[src/rtl/pool_window_unit.sv]
// pool_window_unit
//   Multi-lane pooling engine. Every WIN accepted beats are reduced per lane
//   into one pooled sample, either the maximum or the floor average. The
//   window mode is latched on the first beat of the window.
//
// Handshake rules (both ports):
//   A transfer happens on a rising clk edge where valid && ready are both 1.
//   The source keeps valid and data stable until that transfer. in_ready is
//   low only while a result is held and not taken. in_ready does not depend
//   on in_valid.
//
// Ports:
//   clk, n_reset   clock, synchronous active-low reset
//   mode           0 = max, 1 = average (sampled on the first beat of a window)
//   flush          drop the partial window and any beat accepted this cycle
//   in_valid/in_ready/in_data     input beats, lane i = [i*DATA_W +: DATA_W]
//   out_valid/out_ready/out_data  pooled results, same lane packing
//   busy           partial window in progress (beat counter non-zero)
module pool_window_unit #(
    parameter int DATA_W = 16,
    parameter int LANES  = 4,
    parameter int WIN    = 4
) (
    input  logic                     clk,
    input  logic                     n_reset,
    input  logic                     mode,
    input  logic                     flush,
    input  logic                     in_valid,
    output logic                     in_ready,
    input  logic [LANES*DATA_W-1:0]  in_data,
    output logic                     out_valid,
    input  logic                     out_ready,
    output logic [LANES*DATA_W-1:0]  out_data,
    output logic                     busy
);

    localparam int CNT_W = $clog2(WIN);
    localparam int ACC_W = DATA_W + CNT_W;
    localparam logic [CNT_W-1:0] LAST_CNT = CNT_W'(WIN - 1);

    logic [CNT_W-1:0]          cnt_q, cnt_d;
    logic                      mode_q, mode_d;
    logic signed [ACC_W-1:0]   acc_q [LANES];
    logic signed [ACC_W-1:0]   acc_d [LANES];
    logic                      out_valid_q, out_valid_d;
    logic [LANES*DATA_W-1:0]   out_data_q, out_data_d;

    logic                      accept;
    logic                      first_beat;
    logic                      last_beat;
    logic                      win_mode;
    logic signed [ACC_W-1:0]   sample_ext [LANES];
    logic signed [ACC_W-1:0]   merged     [LANES];
    logic signed [ACC_W-1:0]   avg_shift  [LANES];
    logic [LANES*DATA_W-1:0]   result;

    assign in_ready   = !(out_valid_q && !out_ready);
    assign accept     = in_valid && in_ready;
    assign first_beat = (cnt_q == '0);
    assign last_beat  = (cnt_q == LAST_CNT);
    // The first beat of a window uses the live mode input; later beats use
    // the value latched with that first beat.
    assign win_mode   = first_beat ? mode : mode_q;

    assign out_valid = out_valid_q;
    assign out_data  = out_data_q;
    assign busy      = (cnt_q != '0);

    // Per-lane merge of the accumulator with the incoming beat. Max values
    // are kept sign-extended to ACC_W so one signed compare covers both modes.
    always_comb begin
        result = '0;
        for (int i = 0; i < LANES; i++) begin
            sample_ext[i] = ACC_W'($signed(in_data[i*DATA_W +: DATA_W]));
            if (first_beat) begin
                merged[i] = sample_ext[i];
            end else if (win_mode) begin
                merged[i] = acc_q[i] + sample_ext[i];
            end else begin
                // Tie goes to the new sample.
                merged[i] = (acc_q[i] <= sample_ext[i]) ? sample_ext[i] : acc_q[i];
            end
            // Arithmetic shift floors toward -inf; the quotient of a sum of
            // WIN samples always fits back into DATA_W.
            avg_shift[i] = merged[i] >>> CNT_W;
            result[i*DATA_W +: DATA_W] = win_mode ? avg_shift[i][DATA_W-1:0]
                                                  : merged[i][DATA_W-1:0];
        end
    end

    always_comb begin
        cnt_d       = cnt_q;
        mode_d      = mode_q;
        out_valid_d = out_valid_q;
        out_data_d  = out_data_q;
        for (int i = 0; i < LANES; i++) begin
            acc_d[i] = acc_q[i];
        end

        if (out_valid_q && out_ready) begin
            out_valid_d = 1'b0;
        end

        if (flush) begin
            // Flush drops the window and any beat taken this cycle, but a
            // pending result is still delivered.
            cnt_d  = '0;
            mode_d = 1'b0;
            for (int i = 0; i < LANES; i++) begin
                acc_d[i] = '0;
            end
        end else if (accept) begin
            if (last_beat) begin
                // A new result overrides the handshake clear above, so a
                // result taken this cycle is replaced without a bubble.
                cnt_d       = '0;
                out_valid_d = 1'b1;
                out_data_d  = result;
            end else begin
                cnt_d = cnt_q + CNT_W'(1);
                for (int i = 0; i < LANES; i++) begin
                    acc_d[i] = merged[i];
                end
                if (first_beat) begin
                    mode_d = mode;
                end
            end
        end
    end

    always_ff @(posedge clk) begin
        if (!n_reset) begin
            cnt_q       <= '0;
            mode_q      <= 1'b0;
            out_valid_q <= 1'b0;
            out_data_q  <= '0;
            for (int i = 0; i < LANES; i++) begin
                acc_q[i] <= '0;
            end
        end else begin
            cnt_q       <= cnt_d;
            mode_q      <= mode_d;
            out_valid_q <= out_valid_d;
            out_data_q  <= out_data_d;
            for (int i = 0; i < LANES; i++) begin
                acc_q[i] <= acc_d[i];
            end
        end
    end

endmodule

[config.mk]
export PLATFORM = sky130hd
export DESIGN_NAME = pool_window_unit
export DESIGN_NICKNAME = d
export VERILOG_FILES = /design/src/rtl/pool_window_unit.sv
export SDC_FILE = /design/constraint.sdc
export NUM_CORES = 1
export LEC_CHECK = 0
export ABC_AREA = 1
export CORE_MARGIN = 1
export CORE_UTILIZATION = 45
export DETAILED_ROUTE_END_ITERATION = 12
export PLACE_DENSITY = 0.69
export SLEW_MARGIN = 0
export SYNTH_ARGS = -nofsm -noshare
export SYNTH_HDL_FRONTEND = slang
export SYNTH_SLANG_ARGS = --single-unit
export TNS_END_PERCENT = 5
[constraint.sdc]
create_clock -name clk -period 2.8 [get_ports clk]
set_input_delay 0.56 -clock clk [delete_from_list [all_inputs] [get_ports clk]]
set_output_delay 0.56 -clock clk [all_outputs]
set_load 0.02 [all_outputs]
**Word-level counts from Yosys, hierarchy flattened**

Memories as Yosys holds them, arrays and structs flattened.
Index checks and enable logic that the tools add are counted.

- Memories kept: 1
- Bits in latches: 0
- RAM bits: 72
- Input port bits: 70
- Register bits after elaboration: 68
- ROM bits: 0

Memory list:

| memory | depth | bits a word | rd ports | clocked after memory_dff | wr ports | line | source |
|---|---|---|---|---|---|---|---|
| acc_q | 4 | 18 | 4 | 0 | 4 | 43 | `logic signed [ACC_W-1:0] acc_q [LANES];` |

- Shifts and indexed selects: 0
- Add/subtract/negate cells: 5
- Order comparisons: 4
- Reductions and logical operators: 10
- Divide/modulo/power cells: 0
- Muxes and demuxes: 31
- Bitwise gates (word level): 7
- Equal/unequal tests: 1
- $mul: 0

Operator list:

| kind | number |
|---|---|
| 2-to-1 mux 18 bit | 16 |
| 2-to-1 mux 72 bit | 3 |
| adder 18 x 16 -> 18 bit | 4 |
| <= comparator 18 x 16 -> 1 bit | 4 |
| 2-to-1 mux 16 bit | 4 |
| 2-to-1 mux 1 bit | 7 |
| bitwise OR 1 bit | 4 |
| logical AND 1 bit | 3 |
| inverter 1 bit | 3 |
| AND reduction 3 bit | 1 |
| adder 2 x 1 -> 2 bit (second input constant) | 1 |
| equality test 2 bit (second input constant) | 1 |
| zero test 1 bit | 2 |
| zero test 2 bit | 1 |
| 2-to-1 mux 2 bit | 1 |
| AND reduction 2 bit | 1 |
| nonzero test 2 bit | 1 |
| OR reduction 2 bit | 1 |

**Logic depth before layout (Yosys ltp)**

- Depth in word-level cells: 8
- Mapped depth: 21

**Least setup slack after synthesis**

No wires, ideal clock.

- Path type: input to register
- Start point: input in_data[16]
- End point: register out_data_q[26], in the netlist out_data[26]
- Data required time: 2,668 ps
- Path buffers: 0
- Arrival: 2,477 ps
- Stages: 18
- Slack: 191 ps
- Path through: ha_1 inv_1 fa_1 nor2_1 inv_1 o21a_1 o21ai_0 nand2_1 nand2_1 nand2_1 nand3_1 nand2_1 inv_1 nand2_1 o21ai_0 nand2_1 nand3_1 a21oi_1

- Longest elaborated chain between the ends: 5
- Elaborated cells between the ends (all ways): 6

RTL lines:

| what | line | source |
|---|---|---|
| start, declared | 30 | `input logic [LANES*DATA_W-1:0] in_data,` |
| <= comparator 18 x 16 -> 1 bit | 81 | `merged[i] = (acc_q[i] <= sample_ext[i]) ? sample_ext[i] : acc_q[i];` |
| 2-to-1 mux 18 bit | 81 |  |
| 2-to-1 mux 18 bit (*) | 77 | `end else if (win_mode) begin` |
| 2-to-1 mux 18 bit (*) | 75 | `if (first_beat) begin` |
| 2-to-1 mux 16 bit (*) | 86 | `result[i*DATA_W +: DATA_W] = win_mode ? avg_shift[i][DATA_W-1:0]` |
| end signal, assigned | 144 | `out_data_q <= out_data_d;` |
| end, declared | 46 | `logic [LANES*DATA_W-1:0] out_data_q, out_data_d;` |

Every way passes the cells marked *; elsewhere a longest branch is shown, timed or not.
A chain may end at the register's enable or synchronous reset.

**Final worst setup path**

- Start point: input in_data[24]
- End point: register out_data_q[16], in the netlist out_data[16]

- Longest elaborated chain between the ends: 5

RTL lines:

| what | line |
|---|---|
| <= comparator 18 x 16 -> 1 bit | 81 |
| 2-to-1 mux 18 bit | 81 |
| 2-to-1 mux 18 bit | 77 |
| 2-to-1 mux 18 bit | 75 |
| 2-to-1 mux 16 bit | 86 |

Every way passes these cells.

==> flow_summary.toml <==
[status]
status = "finished with violations"
violations = "DRC"

[floorplanning]
fp.dieW_um = 177
initial_utilization_pct = 46.0
die_area_sq_um = 31300
placementRows = 63
core_area_sq_um = 29900
io_pins = 137
dieHeight_um = 177

[global_route]
grt_max_degree = 83
grt_pass1_wl_um = 78200
first_global_vias = 16000
grt_antenna_before_repair = 2
grt.total_usage_pct = 31.0
overflow = 0

[timing]
fin_ws_ns = 0.0376
slew_headroom_pct = 46.8
setup_violations = 0
fin_crit_ns = 2.76
fmax_mhz = 362
tightest_slew_ns = 0.798
hold_violations = 0
hold-worst-slack_ns = 0.464
rsz0062_at_grt = "yes"
fin_crit_sh_pct = 98.7
fin_skew_ns = 0.0107
tns_ns = 0
slew_viol_final = 0

[cells_and_area]
nNetsFinal = 2971
instances_no_fill = 3158
area_growth_pct = 46.6
postLayoutCellArea_sq_um = 20200
fillers = 2700
seq_area_sq_um = 2800
drive_gt1_share_pct = 23.8
multi_input_area_sq_um = 10500
final_util_pct = 67.5

[logic_synthesis]
syn_area_sq_um = 13800
synthArstFlopShare_pct = 0
ys_seq_area_share_pct = 20.4
syn_avg_cell_area_sq_um = 5.99
synth_top_cells_by_count = "630 x nand2_1, 300 x inv_1, 283 x nand3_1"
ys_types = 44
synth_top_cell_area_share_pct = 20.4
yosysTopAreaCell = "dfxtp_1"
yosys-top-cells-area = "dfxtp_1 20%, nand2_1 17%, ha_1 13%"
synth_edf_count = 0
syn_nets = 2512
ys_warn_count = 0
synth_most_common_cell = "nand2_1"
synthFlopType = "dfxtp_1"
synthCells = 2296
yosys_register_bits = 140

[cts]
clkLatencyLatePin_ns = 0.43
clock-sinks = 140
numCtsBuffers = 17
htreeDepth = 4
clockBufferDepth = 2
clk_pin_slew_ns = 0.06
cts_tree = "yes"
hold_buffers = 0
clock-root-buffer = "clkbuf_16"

[worst_setup_path]
crit_fanout = 9
worstSetupPathType = "input pin to register"
cp_slowest_cell = "clkdlybuf4s50_1"
path_buf_inv = 3
crit_path_start = "in_data[24]"
r2r-start = "acc_q[0][16]$_SDFFE_PP0P_"
required_ns = 3.15
ff2ff_setup_slack_ns = 0.18
cp.arrival_ns = 3.11
worst_setup_path_start_kind = "input pin"
worstSetupPathDepth = 18
path_delay_family = "simple AND/OR/NAND/NOR gates"
critPathCapture = "out_data[16]$_SDFFE_PN0P_"
r2r.worst_path.cells = 17
path_cells = "clkdlybuf4s50_1, inv_1, ha_4, nand2_2, nor2_4, nand3_1, nand3_1, nand2_2, nand2_2, nand2_4, buf_12, nand4_1, nand3_1, nand3_1, nand2_1, nand2_1, nand3_1, a21oi_1"
cp_common_cell = "nand3_1"
endpoint_kind = "register"
reg2reg_to = "out_data[4]$_SDFFE_PN0P_"
crit_path_max_incr_delay_ns = 0.53

[route]
drc = 2
drt_iter0_drc = 1597
detail_route.wl_per_cell_um = 16.2
wirelength_um = 51100
vias = 17100
first_pass_iters = 10
via_per_inst = 5.43
drtAntennaViolNets = 0

[placed_design]
port_buffers = 136
gp_congestion = 0.981
dpl.cell_count = 3114
pre_cts_ws_ns = -0.601
dpl_cell_area_sq_um = 18300
hpwl_um = 37000

[pwr]
max-vdd-ir-drop_v = 0.000420
finalPower_mw = 7.30
power.density_nw_per_um2 = 362
p_leak_nw = 10.1

[run]
drv_cap = 0

[min_path]
hold_class = "register to register"
==> worst min-delay path: cells and delay by family, from the launching register on <==
kind               cells  cell delay (ns)
DFF                    1             0.31
AOI/OAI and AO/OA      1             0.05
and+or+nand+nor        1             0.06
==> area by class of cell <==
class | count | area share [%]
antenna | 1 | 0.0124
clock buffer | 19 | 2.25
clock inverter | 12 | 0.571
inverter | 307 | 5.72
multi-input combinational | 1751 | 51.9
sequential | 140 | 13.9
tap | 390 | 2.42
timing repair buffer | 538 | 23.2
==> kinds of logic after synthesis <==
family                   count (synthesis)  share of synthesized area, %
XOR/XNOR                                25                          1.59
adder cells (fa/ha/maj)                146                          13.5
buffers and inverters                  407                          11.4
AO/OA/AOI/OAI                          418                          16.3
AND/OR/NAND/NOR                       1160                          36.8
flip-flops                             140                          20.4
==> worst min-delay path by stage <==
stage                                          from                   endpoint  cells after the start
after floorplan               cnt_q[1]$_SDFFE_PP0P_      cnt_q[1]$_SDFFE_PP0P_                      2
after detailed placement  out_data[63]$_SDFFE_PN0P_  out_data[63]$_SDFFE_PN0P_                      2
after global placement     out_data[8]$_SDFFE_PN0P_   out_data[8]$_SDFFE_PN0P_                      2
final                     out_data[63]$_SDFFE_PN0P_  out_data[63]$_SDFFE_PN0P_                      2
after CTS                 out_data[63]$_SDFFE_PN0P_  out_data[63]$_SDFFE_PN0P_                      2
after global routing      out_data[43]$_SDFFE_PN0P_  out_data[43]$_SDFFE_PN0P_                      2
==> power breakdown <==
group          leakage [nW]  switching [mW]  internal [mW]
logic                  8.65            1.62           1.29
clock network         0.278           0.979           1.27
registers              1.14          0.0806           2.05
total                  10.1            2.68           4.62
==> routing by layer <==
layer | vias up | global-route usage (%) | wire length, um | share of wire (%)
met1 | 7883 | 38.9 | 21500 | 42
met4 | 2 | 11.3 | 1640 | 3.2
met3 | 118 | 4.96 | 3700 | 7.2
li1 | 8464 | - | - | -
met5 | - | 0 | 12 | 0.023
met2 | 675 | 53.0 | 24300 | 48
==> layout by cell type, fill, tap and decap left out, types with 13 or more instances in the layout <==
cell | synthesis | final
nand2_2 | 3 | 35
nand2_1 | 630 | 597
nand3_2 | 3 | 15
o21ai_0 | 117 | 98
nand3_1 | 283 | 270
ha_1 | 142 | 93
clkdlybuf4s50_1 | 0 | 108
inv_1 | 300 | 271
ha_4 | 0 | 47
clkbuf_16 | 0 | 21
inv_2 | 6 | 34
o21bai_1 | 13 | 13
buf_4 | 3 | 379
dlymetal6s2s_1 | 0 | 26
nand4_1 | 63 | 63
dfxtp_1 | 140 | 139
nor2_1 | 141 | 116
a21oi_2 | 0 | 23
a21oi_1 | 219 | 196
nor2_2 | 2 | 22
xor2_1 | 25 | 24
o211ai_1 | 19 | 19
o21ai_1 | 18 | 27
==> state kept, by name, summed over array words and instances (netlist names) <==
name and cells:
out_valid 1, mode_q 1, out_data 64, cnt_q 2, acc_q 72
==> timing repair <==
| item | in CTS | in global routing |
|---|---|---|
| setup endpoints to repair | 44 | 126 |
| buffers inserted | 1 | 4 |
| resized for setup | 22 | 235 |
| gates cloned | 0 | 7 |
| hold endpoints to repair | 0 | 0 |
| pin swaps | 3 | 39 |
(Power assumes the default switching activity.)
